File: config.mk
export PLATFORM = sky130hd
export DESIGN_NAME = uart_word_tx_flat
export DESIGN_NICKNAME = d
export VERILOG_FILES = /design/src/rtl/uart_word_tx_if.sv /design/src/rtl/uart_word_tx.sv /design/src/flat_wrapper.sv
export SDC_FILE = /design/constraint.sdc
export NUM_CORES = 1
export LEC_CHECK = 0
export ABC_AREA = 1
export CAP_MARGIN = 10
export CORE_UTILIZATION = 45
export DETAILED_ROUTE_END_ITERATION = 8
export MAX_ROUTING_LAYER = met4
export PLACE_DENSITY = 0.71
export SYNTH_ARGS = -nofsm -noshare
export SYNTH_HDL_FRONTEND = slang
export SYNTH_SLANG_ARGS = --single-unit
File: constraint.sdc
create_clock -name clk -period 6.2 [get_ports clk]
set_input_delay 1.24 -clock clk [delete_from_list [all_inputs] [get_ports clk]]
set_output_delay 1.24 -clock clk [all_outputs]
set_load 0.05 [all_outputs]
File: src/rtl/uart_word_tx_if.sv
// Word handshake between the sorter core and the UART word transmitter.
// The core (master) offers a word; the transmitter (slave) accepts it when ready.
interface uart_word_tx_if #(
   parameter int WIDTH = 32
);
   logic             in_valid;
   logic             in_ready;
   logic [WIDTH-1:0] in_data;

   modport master (output in_valid, output in_data, input in_ready);
   modport slave  (input in_valid, input in_data, output in_ready);
endinterface

File: src/rtl/uart_word_tx.sv
// Word FIFO plus UART 8N1 serialiser, LSB byte first; pulses seq_done every DEPTH words.
// Optional macro UART_TX_PARITY_EN adds an even-parity bit between data and stop.
module uart_word_tx #(
   parameter int WIDTH        = 32,
   parameter int DEPTH        = 8,
   parameter int CLKS_PER_BIT = 868
) (
   input  logic           clk,
   input  logic           rst,
   uart_word_tx_if.slave  in_bus,
   output logic           uart_tx,
   output logic           busy,
   output logic           seq_done
);
   localparam int BYTES = WIDTH / 8;
   localparam int AW    = $clog2(DEPTH);
   localparam int BW    = (CLKS_PER_BIT > 1) ? $clog2(CLKS_PER_BIT) : 1;
   localparam int BCW   = (BYTES > 1) ? $clog2(BYTES) : 1;

   localparam logic [BW-1:0]  BAUD_LAST = BW'(CLKS_PER_BIT - 1);
   localparam logic [BCW-1:0] BYTE_LAST = BCW'(BYTES - 1);
   localparam logic [AW-1:0]  WORD_LAST = AW'(DEPTH - 1);
   localparam logic [AW:0]    FULL_CNT  = (AW + 1)'(DEPTH);

   typedef enum logic [2:0] {IDLE, START, DATA, PARITY, STOP} state_t;

   state_t           state;
   logic [BW-1:0]    baud;
   logic [2:0]       bit_cnt;
   logic [BCW-1:0]   byte_cnt;
   logic [AW-1:0]    word_cnt;
   logic [WIDTH-1:0] shift;

   logic [WIDTH-1:0] mem [DEPTH];
   logic [AW-1:0]    wr_ptr;
   logic [AW-1:0]    rd_ptr;
   logic [AW:0]      count;
   logic [AW:0]      count_next;

   logic empty;
   logic push;
   logic pop;
   logic baud_end;
   logic word_end;
   logic line_next;

`ifdef UART_TX_PARITY_EN
   logic parity;
`endif

   always_comb begin
      empty      = (count == '0);
      push       = in_bus.in_valid && in_bus.in_ready;
      baud_end   = (baud == BAUD_LAST);
      word_end   = (state == STOP) && baud_end && (byte_cnt == BYTE_LAST);
      pop        = !empty && ((state == IDLE) || word_end);
      count_next = count + (AW + 1)'(push) - (AW + 1)'(pop);
   end

   // The line is registered from the current state, so it trails the FSM by one cycle.
   always_comb begin
      line_next = 1'b1;
      case (state)
         START:   line_next = 1'b0;
         DATA:    line_next = shift[0];
`ifdef UART_TX_PARITY_EN
         PARITY:  line_next = parity;
`endif
         default: line_next = 1'b1;
      endcase
   end

   always_ff @(posedge clk or posedge rst) begin
      if (rst) begin
         wr_ptr          <= '0;
         rd_ptr          <= '0;
         count           <= '0;
         in_bus.in_ready <= 1'b1;
      end else begin
         if (push) wr_ptr <= wr_ptr + 1'b1;
         if (pop)  rd_ptr <= rd_ptr + 1'b1;
         count           <= count_next;
         in_bus.in_ready <= (count_next != FULL_CNT);
      end
   end

   always_ff @(posedge clk) begin
      if (push) mem[wr_ptr] <= in_bus.in_data;
   end

   // Shift register walks the whole word right, so the next byte lands in [7:0] by itself.
   always_ff @(posedge clk) begin
      if (pop)
         shift <= mem[rd_ptr];
      else if (state == DATA && baud_end)
         shift <= shift >> 1;
`ifdef UART_TX_PARITY_EN
      if (state == START && baud_end)
         parity <= ^shift[7:0];
`endif
   end

   always_ff @(posedge clk or posedge rst) begin
      if (rst) begin
         state    <= IDLE;
         baud     <= '0;
         bit_cnt  <= '0;
         byte_cnt <= '0;
         word_cnt <= '0;
         seq_done <= 1'b0;
         uart_tx  <= 1'b1;
         busy     <= 1'b0;
      end else begin
         uart_tx  <= line_next;
         busy     <= (state != IDLE) || !empty;
         seq_done <= 1'b0;
         baud     <= (state == IDLE || baud_end) ? '0 : baud + 1'b1;
         case (state)
            IDLE: begin
               if (pop) begin
                  state    <= START;
                  byte_cnt <= '0;
               end
            end
            START: begin
               if (baud_end) begin
                  state   <= DATA;
                  bit_cnt <= '0;
               end
            end
            DATA: begin
               if (baud_end) begin
                  bit_cnt <= bit_cnt + 1'b1;
`ifdef UART_TX_PARITY_EN
                  if (bit_cnt == 3'd7) state <= PARITY;
`else
                  if (bit_cnt == 3'd7) state <= STOP;
`endif
               end
            end
            PARITY: begin
               if (baud_end) state <= STOP;
            end
            STOP: begin
               if (baud_end) begin
                  if (byte_cnt != BYTE_LAST) begin
                     byte_cnt <= byte_cnt + 1'b1;
                     state    <= START;
                  end else begin
                     word_cnt <= word_cnt + 1'b1;
                     if (word_cnt == WORD_LAST) seq_done <= 1'b1;
                     byte_cnt <= '0;
                     state    <= pop ? START : IDLE;
                  end
               end
            end
            default: state <= IDLE;
         endcase
      end
   end
endmodule

File: src/flat_wrapper.sv
// flat-port wrapper written by rule: the top's interface ports become plain ports
module uart_word_tx_flat 
#(
   parameter int WIDTH        = 32,
   parameter int DEPTH        = 8,
   parameter int CLKS_PER_BIT = 868
)
  (clk, rst, uart_tx, busy, seq_done, in_bus_in_valid, in_bus_in_data, in_bus_in_ready);
  uart_word_tx_if #(.WIDTH(WIDTH)) in_bus_i ();
  input  logic clk;
  input  logic rst;
  output logic uart_tx;
  output logic busy;
  output logic seq_done;
  input wire logic [$bits(in_bus_i.in_valid)-1:0] in_bus_in_valid;
  input wire logic [$bits(in_bus_i.in_data)-1:0] in_bus_in_data;
  output wire logic [$bits(in_bus_i.in_ready)-1:0] in_bus_in_ready;
  assign in_bus_i.in_valid = in_bus_in_valid;
  assign in_bus_i.in_data = in_bus_in_data;
  assign in_bus_in_ready = in_bus_i.in_ready;
  uart_word_tx #(.WIDTH(WIDTH), .DEPTH(DEPTH), .CLKS_PER_BIT(CLKS_PER_BIT)) u_core (.clk(clk), .rst(rst), .in_bus(in_bus_i), .uart_tx(uart_tx), .busy(busy), .seq_done(seq_done));
endmodule
==> metrics list <==
* Run status: finished clean
* Leakage Power: 0.00535 µW
* Internal power: 3860 µW
- Via count of the routed design: 7,891
- After clock tree synthesis, the clock-pin slew on the worst setup and hold paths is 60 ps.
- Power Dens Cells: 334 nW/µm²
* CP Max Fanout: 70
- Area added between synthesis and finish: 13.0%
* Measured slew at the worst slew-check pin: 1160 ps
- Slowest cell on the critical path: nand2_4
* Crit path required time: 6630 ps
* Finished Layout Cells: 1,514
* Part of the power in the clock network: 38.7%
* Placed cell count: 1,453
* Global placer's final weighted congestion: 0.759
- STA puts the critical path data arrival time at 3790 ps.
- Detailed-router iteration count before antenna repair: 5
* Clock Latency Late Sink: 510 ps
- Top library cells by usage in the layout, fill and taps aside: edfxtp_1 (288), nor2_1 (245), nand2_1 (127)
- The number of setup buffers added after CTS is 0.
- Hold path cells: 2
- The worst hold path begins at u_core.shift[0]$_DFFE_PP_.
- Path category of the worst min-delay check: reg2reg
- Fraction of final layout cells with drive strength greater than 1: 10.0%
- Entering global routing, the biggest net connects 83 pins.
* Critical Path Sink Type: register
- # Max-Cap Violations: 0
- Number of ports placed on the die boundary: 39
* Clock period minus worst slack: 3360 ps
- CP startpoint kind: register
* Flop pwr share: 53.3%
- Across every metal layer, demand over resource in global routing totals 17.4%.
- Slack of the worst reg-to-reg path: 2840 ps
* Detailed-route vias per instance: 5.21
* Vias in the first global route: 7,808
- Antenna-violating nets left: 0
- The worst register-to-register path ends at u_core.in_bus.in_ready$_DFF_PP1_.
* Clk_skew: 15.0 ps
- For this run, the post-layout net count is 1,154.
* Starting utilization of the core area: 45.9%
* # H-tree levels: 2
* Number of sinks on the clock net: 323
* Number of synthesized flops with an enable pin: 288
- Clock Tree Buf Depth: 3
- Number of setup violations in the final report: 0
- Buffers inserted to repair hold after CTS numbered 0.
- Ordered cell list for the critical path: ha_1, nand2_1, nor2_1, nand3_4, nand2_4, nand2_4, clkinv_4, ha_1, inv_1, ha_1, inv_1, fa_1, inv_1, nor3_1, nand2_1
- Area inside the core boundary: 28,900 µm²
* Number of hold violations in the final report: 0
- Number of max-slew violations in the final report: 0
- Slowest Stage Delay on Critical Path: 690 ps
- Cell at the root of the clock tree: clkbuf_16
- The first routing iteration left 494 violations.
- After routing, the total negative slack on setup checks comes to 0 ps.
- Part of the cycle the worst path needs: 54.1%
- Combinational logic burns 7.9% of the power.
* Post-synthesis area per instance: 12.3 µm²
- Initial antenna violation count: 0
- In this run, CTS created clock tree buffers numbering 34.
- The number of cells on the worst reg-to-reg path is 15.
- Switching Share: 22.8%
* IO Port Bufs: 38
- Most common cell after layout, fill and taps aside: edfxtp_1
- Once detailed placement completed, the half-perimeter wirelength came to 13.4 mm.
- Sum of overflow across all layers after global routing: 0
* Post-synthesis register bit count: 323
- Die span in x: 174 µm
- The worst hold path terminates at u_core.uart_tx$_DFF_PP1_.
* Post-Synthesis Net Count: 1,128
- Timing would allow up to 0.298 GHz.
- The first global-routing pass estimated 40.0 mm of wire.
- The synthesized netlist contains 36 unique library cells.
- Antenna diodes: 0
- Average wire length per cell after detail routing: 16.3 µm
- DRC errors left: 0
- Unrepaired setup endpoints after global routing: false
- The worst-case IR drop observed on VDD is 0.000172 V.
- Headroom to the max-slew limit came out at 22.3%.
* CTS resizes: 0
- After detailed routing, the total wire length is 24.7 mm.
- In this run the core area contains 62 standard-cell rows.
* CP startpoint: u_core.baud[0]$_DFF_PP0_
* Main flop type after synthesis: edfxtp_1
- Summed over all nets, the switching power comes to 1140 µW.
* Launch point of the worst reg-to-reg path: u_core.baud[0]$_DFF_PP0_
- Die height: 174 µm
- The floorplan step defined a die boundary enclosing 30,200 µm².
* Sequential share of the synthesized area: 71.9%
- The cell area that synthesis handed to floorplanning was 13,300 µm².
* Async set-or-reset flop fraction in the synthesized netlist: 10.8%
- Gate count of the mapped netlist: 1,079
- Kind of critical path: reg2reg
* Warnings from Yosys: 0
- TritonCTS clock tree: built
[power by group through the flow]
stage,logic (µW),clock network [µW],registers [µW]
finish,396,1940,2670
global route,444,2070,2690
CTS,406,1980,2670
detailed placement,404,0,2710
global placement,388,0,2710
floorplan,234,0,2710
[worst max path at each step]
stage / to / slack [ps] / depth (start not counted)
after floorplan: u_core.mem[0][0]$_DFFE_PP_ / 2780 / 3
after global placement: u_core.mem[1][18]$_DFFE_PP_ / 2700 / 5
after detailed placement: u_core.mem[1][18]$_DFFE_PP_ / 2650 / 5
after CTS: u_core.in_bus.in_ready$_DFF_PP1_ / 2810 / 15
after global routing: u_core.shift[9]$_DFFE_PP_ / 2560 / 8
final: u_core.in_bus.in_ready$_DFF_PP1_ / 2840 / 15
[synthesized netlist by cell type (6+ instances only)]
library cell,number,area (µm²)
nor2_1,253,950
nor3_1,6,30.0
o211ai_1,31,233
buf_4,8,60.1
dfrtp_1,33,826
o21ai_2,32,280
o21ai_0,105,526
o21ai_1,25,125
inv_1,31,116
clkbuf_1,22,82.6
nand3_1,40,200
nand2_1,127,477
buf_6,8,90.1
edfxtp_1,288,8650
ha_1,13,163
buf_2,16,80.1
[layout make-up]
| class | count | area [µm²] |
|---|---|---|
| Timing Repair Buffer | 46 | 440 |
| Clock buffer | 37 | 862 |
| Fill cell | 2419 | 13900 |
| Inverter | 34 | 134 |
| Sequential cell | 323 | 9530 |
| Multi-Input combinational cell | 666 | 3320 |
| Clock inverter | 24 | 210 |
| Tap cell | 384 | 480 |
[state kept, by name (all words and copies together), names as in the netlist]
register and cells:
u_core.state 3, u_core.uart_tx 1, u_core.bit_cnt 3, u_core.byte_cnt 2, u_core.rd_ptr 3, u_core.busy 1
u_core.count 4, u_core.wr_ptr 3, u_core.baud 10, u_core.shift 32, u_core.seq_done 1, u_core.mem 256
u_core.word_cnt 3, u_core.in_bus.in_ready 1
[kinds of logic (layout without fill, tap and decap cells)]
family          after synthesis  in the layout  share of synthesized area (%)
xor+xnor                      8              8                          0.529
fa+ha+maj                    14             14                           1.38
simple gates                442            442                           13.5
compound gates              202            202                           9.17
buf+inv                      90            141                           3.54
flops                       323            323                           71.9
[routing by layer]
| metal | global-route usage [%] | wire, µm | part of all wire, % | vias up |
|---|---|---|---|---|
| met5 | - | 0 | 0 | - |
| li1 | - | - | - | 3852 |
| met3 | 3.07 | 1090 | 4.4 | 38 |
| met2 | 28.9 | 12400 | 50 | 179 |
| met1 | 21.6 | 10700 | 43 | 3822 |
| met4 | 5.59 | 479 | 1.9 | 0 |
[critical path: cells and delay by family (launching register included)]
kind	cells	cell delay (ps)
buffers and inverters	4	310
AND/OR/NAND/NOR	7	1280
adder cells (fa/ha/maj)	4	1260
flip-flops	1	430
[metrics by stage]
| stage | utilization [%] | hold WS, ps | setup WS, ps | total power (µW) | instance area, µm² |
|---|---|---|---|---|---|
| final | 51.9 | 473 | 2840 | 5010 | 15000 |
| after CTS | 51.9 | 480 | 2810 | 5060 | 15000 |
| after detailed placement | 48.2 | 467 | 2650 | 3120 | 13900 |
| after floorplan | - | 427 | 2780 | 2940 | 13300 |
| after global placement | 48.2 | 460 | 2700 | 3100 | 13900 |
| after global routing | 51.9 | 497 | 2560 | 5200 | 15000 |
Power figures use the tool's default switching activity.
